$ cat src/rtl/adder_share_arb.sv
// adder_share_arb: round-robin time-sharing of one external adder among NREQ requesters,
// chaining multi-beat adds by locking the grant and feeding back the registered carry.
module adder_share_arb #(
  parameter int WIDTH = 8,
  parameter int NREQ  = 4,
  parameter int IDW   = 2
) (
  input  logic                  clk,
  input  logic                  rst,
  input  logic [NREQ-1:0]       req_valid,
  output logic [NREQ-1:0]       req_ready,
  input  logic [NREQ*WIDTH-1:0] req_a,
  input  logic [NREQ*WIDTH-1:0] req_b,
  input  logic [NREQ-1:0]       req_cin,
  input  logic [NREQ-1:0]       req_last,
  output logic [WIDTH-1:0]      add_a,
  output logic [WIDTH-1:0]      add_b,
  output logic                  add_cin,
  input  logic [WIDTH-1:0]      add_sum,
  input  logic                  add_cout,
  output logic                  rsp_valid,
  input  logic                  rsp_ready,
  output logic [IDW-1:0]        rsp_id,
  output logic [WIDTH-1:0]      rsp_sum,
  output logic                  rsp_cout,
  output logic                  rsp_last,
  output logic                  busy
);
  typedef enum logic [1:0] {IDLE, CALC, RESP, CHAIN} state_t;
  state_t state;
  logic [IDW-1:0] rr_ptr, cur_id, gnt, off, sel;
  logic [NREQ-1:0] rot;
  logic [IDW:0] sum_id;
  logic lock, carry_q, cur_last;
  // rotate valids so bit 0 is rr_ptr, take the lowest set bit, then rotate back
  always_comb begin
    rot = NREQ'({req_valid, req_valid} >> rr_ptr);
    off = '0;
    for (int i = NREQ - 1; i >= 0; i--) off = rot[i] ? IDW'(i) : off;
    sum_id = {1'b0, rr_ptr} + {1'b0, off};
    gnt = sum_id >= (IDW+1)'(NREQ) ? IDW'(sum_id - (IDW+1)'(NREQ)) : sum_id[IDW-1:0];
  end
  assign sel = state == CHAIN ? cur_id : gnt;
  assign req_ready = rst ? '0
                   : (state == IDLE && |req_valid) ? NREQ'(1) << gnt
                   : (state == CHAIN && lock && req_valid[cur_id]) ? NREQ'(1) << cur_id
                   : '0;
  assign busy = state != IDLE;
  always_ff @(posedge clk or posedge rst)
    if (rst) begin
      state <= IDLE;
      rr_ptr <= '0;
      lock <= 1'b0;
      carry_q <= 1'b0;
      cur_id <= '0;
      cur_last <= 1'b0;
      add_a <= '0;
      add_b <= '0;
      add_cin <= 1'b0;
      rsp_valid <= 1'b0;
      rsp_id <= '0;
      rsp_sum <= '0;
      rsp_cout <= 1'b0;
      rsp_last <= 1'b0;
    end else
      case (state)
        IDLE, CHAIN:
          if (|req_ready) begin
            add_a <= req_a[sel*WIDTH +: WIDTH];
            add_b <= req_b[sel*WIDTH +: WIDTH];
            add_cin <= state == CHAIN ? carry_q : req_cin[sel];
            cur_id <= sel;
            cur_last <= req_last[sel];
            state <= CALC;
          end
        CALC: begin
          rsp_sum <= add_sum;
          rsp_cout <= add_cout;
          carry_q <= add_cout;
          rsp_id <= cur_id;
          rsp_last <= cur_last;
          rsp_valid <= 1'b1;
          state <= RESP;
        end
        RESP:
          if (rsp_ready) begin
            rsp_valid <= 1'b0;
            lock <= !cur_last;
            rr_ptr <= !cur_last ? rr_ptr : cur_id == IDW'(NREQ - 1) ? '0 : cur_id + 1'b1;
            state <= cur_last ? IDLE : CHAIN;
          end
        default: state <= IDLE;
      endcase
endmodule

$ cat config.mk
export PLATFORM = sky130hd
export DESIGN_NAME = adder_share_arb
export DESIGN_NICKNAME = d
export VERILOG_FILES = /design/src/rtl/adder_share_arb.sv
export SDC_FILE = /design/constraint.sdc
export NUM_CORES = 1
export LEC_CHECK = 0
export BUFFER_PORTS_ARGS = -buffer_cell sky130_fd_sc_hd__buf_2
export CELL_PAD_IN_SITES_DETAIL_PLACEMENT = 1
export CELL_PAD_IN_SITES_GLOBAL_PLACEMENT = 2
export CORE_MARGIN = 4
export CORE_UTILIZATION = 29
export CTS_CLUSTER_SIZE = 30
export DETAILED_ROUTE_END_ITERATION = 7
export PLACE_DENSITY_LB_ADDON = 0.12
export SLEW_MARGIN = 20
export SYNTH_ARGS = -nofsm -noshare
export SYNTH_HDL_FRONTEND = slang
export SYNTH_SLANG_ARGS = --single-unit
$ cat constraint.sdc
create_clock -name clk -period 4.7 [get_ports clk]
set_input_delay 0.705 -clock clk [delete_from_list [all_inputs] [get_ports clk]]
set_output_delay 0.705 -clock clk [all_outputs]
set_load 0.05 [all_outputs]
==> key figures <==
Routing
  • Post-DRT Antenna Nets: 0
  • WL/cell: 15.3 um
  • Avg Vias per Cell: 4.89
  • Via count: 2,251
  • Max layer used: met4
  • Routed length on met1: 3150 um
  • Met3 routed WL: 413 um
  • Final wirelength: 7050 um
  • DR iter-0 viols: 37
  • DRC Markers: 0
  • Pre-Repair DR Iteration Count: 4
  • Metal2 WL: 3460 um

Pwr
  • Switching share of power: 51.0%
  • Power density over cell area: 879 nW/um^2
  • Combinational power share: 66.9%
  • Internal cell power: 1.42 mW
  • Design Power: 2.90 mW
  • Leakage power: 1.65 nW
  • Max VDD drop: 241 uV
  • Clk pwr share: 11.9%
  • Seq pwr share: 21.2%
  • Switching power: 1.48 mW

Clocking
  • Clock Latency Late Sink: 0.29 ns
  • Clock Tree Root: clkbuf_8
  • CTS sink cnt: 38
  • Post-cts sizing count: 0
  • CTS Buffer Depth: 2
  • CTS tree: yes
  • Setup repair bufs after CTS: 0
  • Clock transition at the registers of the reported paths: 0.08 ns
  • Total CTS buffers: 5
  • H-Tree Depth: 2
  • Post-CTS Hold Fix Bufs: 0

Synth
  • Yosys top cell by area: dfrtp_1
  • Largest family of logic cells by synthesized area: multiplexers
  • Most common cell in the netlist: dfrtp_1
  • Post-synth cell types: 42
  • Seq/Total Area, Yosys: 38.1%
  • Async set-reset flop share out of synthesis: 100%
  • Warnings from Yosys: 0
  • Post-synth EDFFs: 0
  • Synth Flop Type: dfrtp_1
  • Yosys reg bits: 38
  • Synth top area share: 38.1%
  • Commonest cells post-synth: dfrtp_1, mux2i_1, nor2_1
  • Post-Syn Instances: 240
  • Mux cell area share after synthesis: 23.2%
  • Post-synthesis adder-cell area fraction: 4.51%
  • Post-Synth XOR/XNOR Area: 0.351%
  • Synth Net Count: 337
  • Synth Area in Compound Gates: 14.5%
  • Post-synthesis area per instance: 10.4 um^2
  • Simple logic cell fraction of the synthesized area: 13.6%
  • Post-Syn Area: 2500 um^2
  • Top cells by area, synth: dfrtp_1, mux2i_1, a221o_1

Layout
  • Nets: 451
  • P&R area growth vs syn: 31.9%
  • ANT cells: 0
  • Share of cells above drive strength 1: 43.1%
  • Layout fillers: 987

GRT
  • Remaining global-route overflow: 0
  • GR Util All Layers: 14.1%
  • Initial antenna violation count: 0
  • Vias in the first global route: 2,449
  • First-pass GRT wire length: 11,600 um
  • Largest net degree at the start of global routing: 55

STA
  • Period utilisation layout: 73.2%
  • Top achievable clock speed: 291 MHz
  • Post-route setup TNS: 0 ns
  • Clock Skews: 0.00924 ns
  • Worst relative slew slack: 37.3%
  • Final Critical Period: 3.44 ns
  • Pins Over Slew Limit: 0
  • Finish-stage setup viols: 0
  • Fin. Hold Viols: 0
  • Worst slew pin tran: 0.940 ns
  • RSZ-0062 raised after global routing: no

Placed design
  • Hpwl dp: 5420 um
  • Port Buffers: 122
  • Final Wtd Congestion: 0.729

Setup path
  • CP Capture Type: primary output
  • WS Path Type: flop to primary output
  • Register-to-Register Path Depth: 10
  • Origin of the critical flop-to-flop path: rr_ptr[0]$_DFFE_PP0P_
  • Req. time, crit path: 3.99 ns
  • Worst Setup SP: rr_ptr[0]$_DFFE_PP0P_
  • CP Max Fanout: 12
  • Startpoint Class: flop
  • Crit path DAT: 2.73 ns

Floorplan
  • Initial core utilization: 30.1%
  • Row count: 33
  • Die area: 10,200 um^2
  • DIE HEIGHT: 101 um
  • Core Region: 8300 um^2
  • Top Ports: 123
  • Die width: 101 um

Flow run
  • Max-cap violations: 0

Run status
  • Status: finished clean

Worst hold path
  • Worst hold path type: flop to flop
  • HP Start: rsp_id[1]$_DFFE_PP0P_
  • Hold Path Stages: 1
==> sequential cells by signal (all words and copies together), names as in the netlist, 2 cells and up <==
signal   flops
add_a        8
add_b        8
cur_id       2
rr_ptr       2
rsp_id       2
rsp_sum      8
state        2
==> area by class of cell <==
type                    count  area, um^2  share of cell area, %
clock buffers               6        82.6                   2.51
clock inverters             2        60.1                   1.82
inverters                   8        30.0                  0.912
multi-input cells         177        1410                   42.9
flip-flops and latches     38         951                   28.9
well taps                 105         131                   3.99
repair buffers            124         626                   19.0
==> cells by family (layout without fill, tap and decap cells) <==
kind of cell    after synthesis  after routing
fa+ha+maj                     9              9
flops                        38             38
simple gates                 70             70
buf+inv                      25            140
compound gates               43             43
mux                          54             54
xor+xnor                      1              1
==> routing by layer <==
| layer | track usage, % | up-vias |
|---|---|---|
| li1 | - | 1122 |
| met1 | 17.8 | 1058 |
| met2 | 24.2 | 69 |
| met3 | 3.81 | 2 |
| met4 | 2.80 | 0 |
| met5 | 0 | - |
==> critical path: stages, from the launching register on <==
cell	delay, ns
dfrtp_1	0.55
nand2b_1	0.15
o22ai_1	0.07
o21ai_0	0.16
o221ai_1	0.14
ha_1	0.21
xor2_1	0.15
a31oi_1	0.33
or2_1	0.21
a32oi_1	0.11
nor2_1	0.10
buf_2	0.26
==> power groups by stage <==
| stage | clock (mW) | combinational [mW] | sequential, mW |
|---|---|---|---|
| 5_1_grt | 0.370 | 2.10 | 0.641 |
| 3_3_place_gp | 0 | 1.96 | 0.616 |
| 6_report | 0.345 | 1.94 | 0.614 |
| 4_1_cts | 0.355 | 1.97 | 0.618 |
| 3_5_place_dp | 0 | 1.97 | 0.621 |
| 2_1_floorplan | 0 | 1.16 | 1.01 |
==> cells in the final DEF (no fill, tap or decap), types with 2 or more instances in the layout <==
master     netlist  layout
a31oi_1          3       3
a22oi_1          3       3
dfrtp_1         38      38
clkbuf_8         0       6
nand2_1          6       6
or3_1            3       2
nor3_1          18      18
a21oi_1          4       4
a221o_1         17      17
buf_4            1       2
nor2_1          27      27
mux2i_1         37      37
ha_1             9       9
nand3_1          3       3
o21ai_0          4       4
mux2_2          15      15
nand2b_1         2       2
nor3b_1          2       2
a32oi_1          2       2
bufinv_16        0       2
buf_2            3     122
nor2b_1          4       4
inv_1            8       7
==> final timing paths <==
kind	endpoint	slack [ns]
worst max-delay path	req_ready[3]	1.26
worst min-delay path	rsp_id[1]$_DFFE_PP0P_	0.51
worst max register to register	add_a[5]$_DFFE_PP0P_	1.70
worst min register to register	rsp_id[1]$_DFFE_PP0P_	0.51
max in group asynchronous	add_a[5]$_DFFE_PP0P_	3.56
min in group asynchronous	rsp_valid$_DFFE_PP0P_	0.63
==> per-stage QoR <==
step / worst slack, ns / instances / hold WS (ns) / utilization [%] / area (um^2)
floorplan: 1.29 / 240 / 0.506 / - / 2500
global placement: 1.34 / 452 / 0.486 / 38.0 / 3150
finish: 1.26 / 460 / 0.508 / 39.7 / 3290
CTS: 1.22 / 460 / 0.515 / 39.7 / 3290
global route: 0.980 / 460 / 0.523 / 39.7 / 3290
detailed placement: 1.25 / 452 / 0.495 / 38.0 / 3150
(Power assumes the default switching activity.)
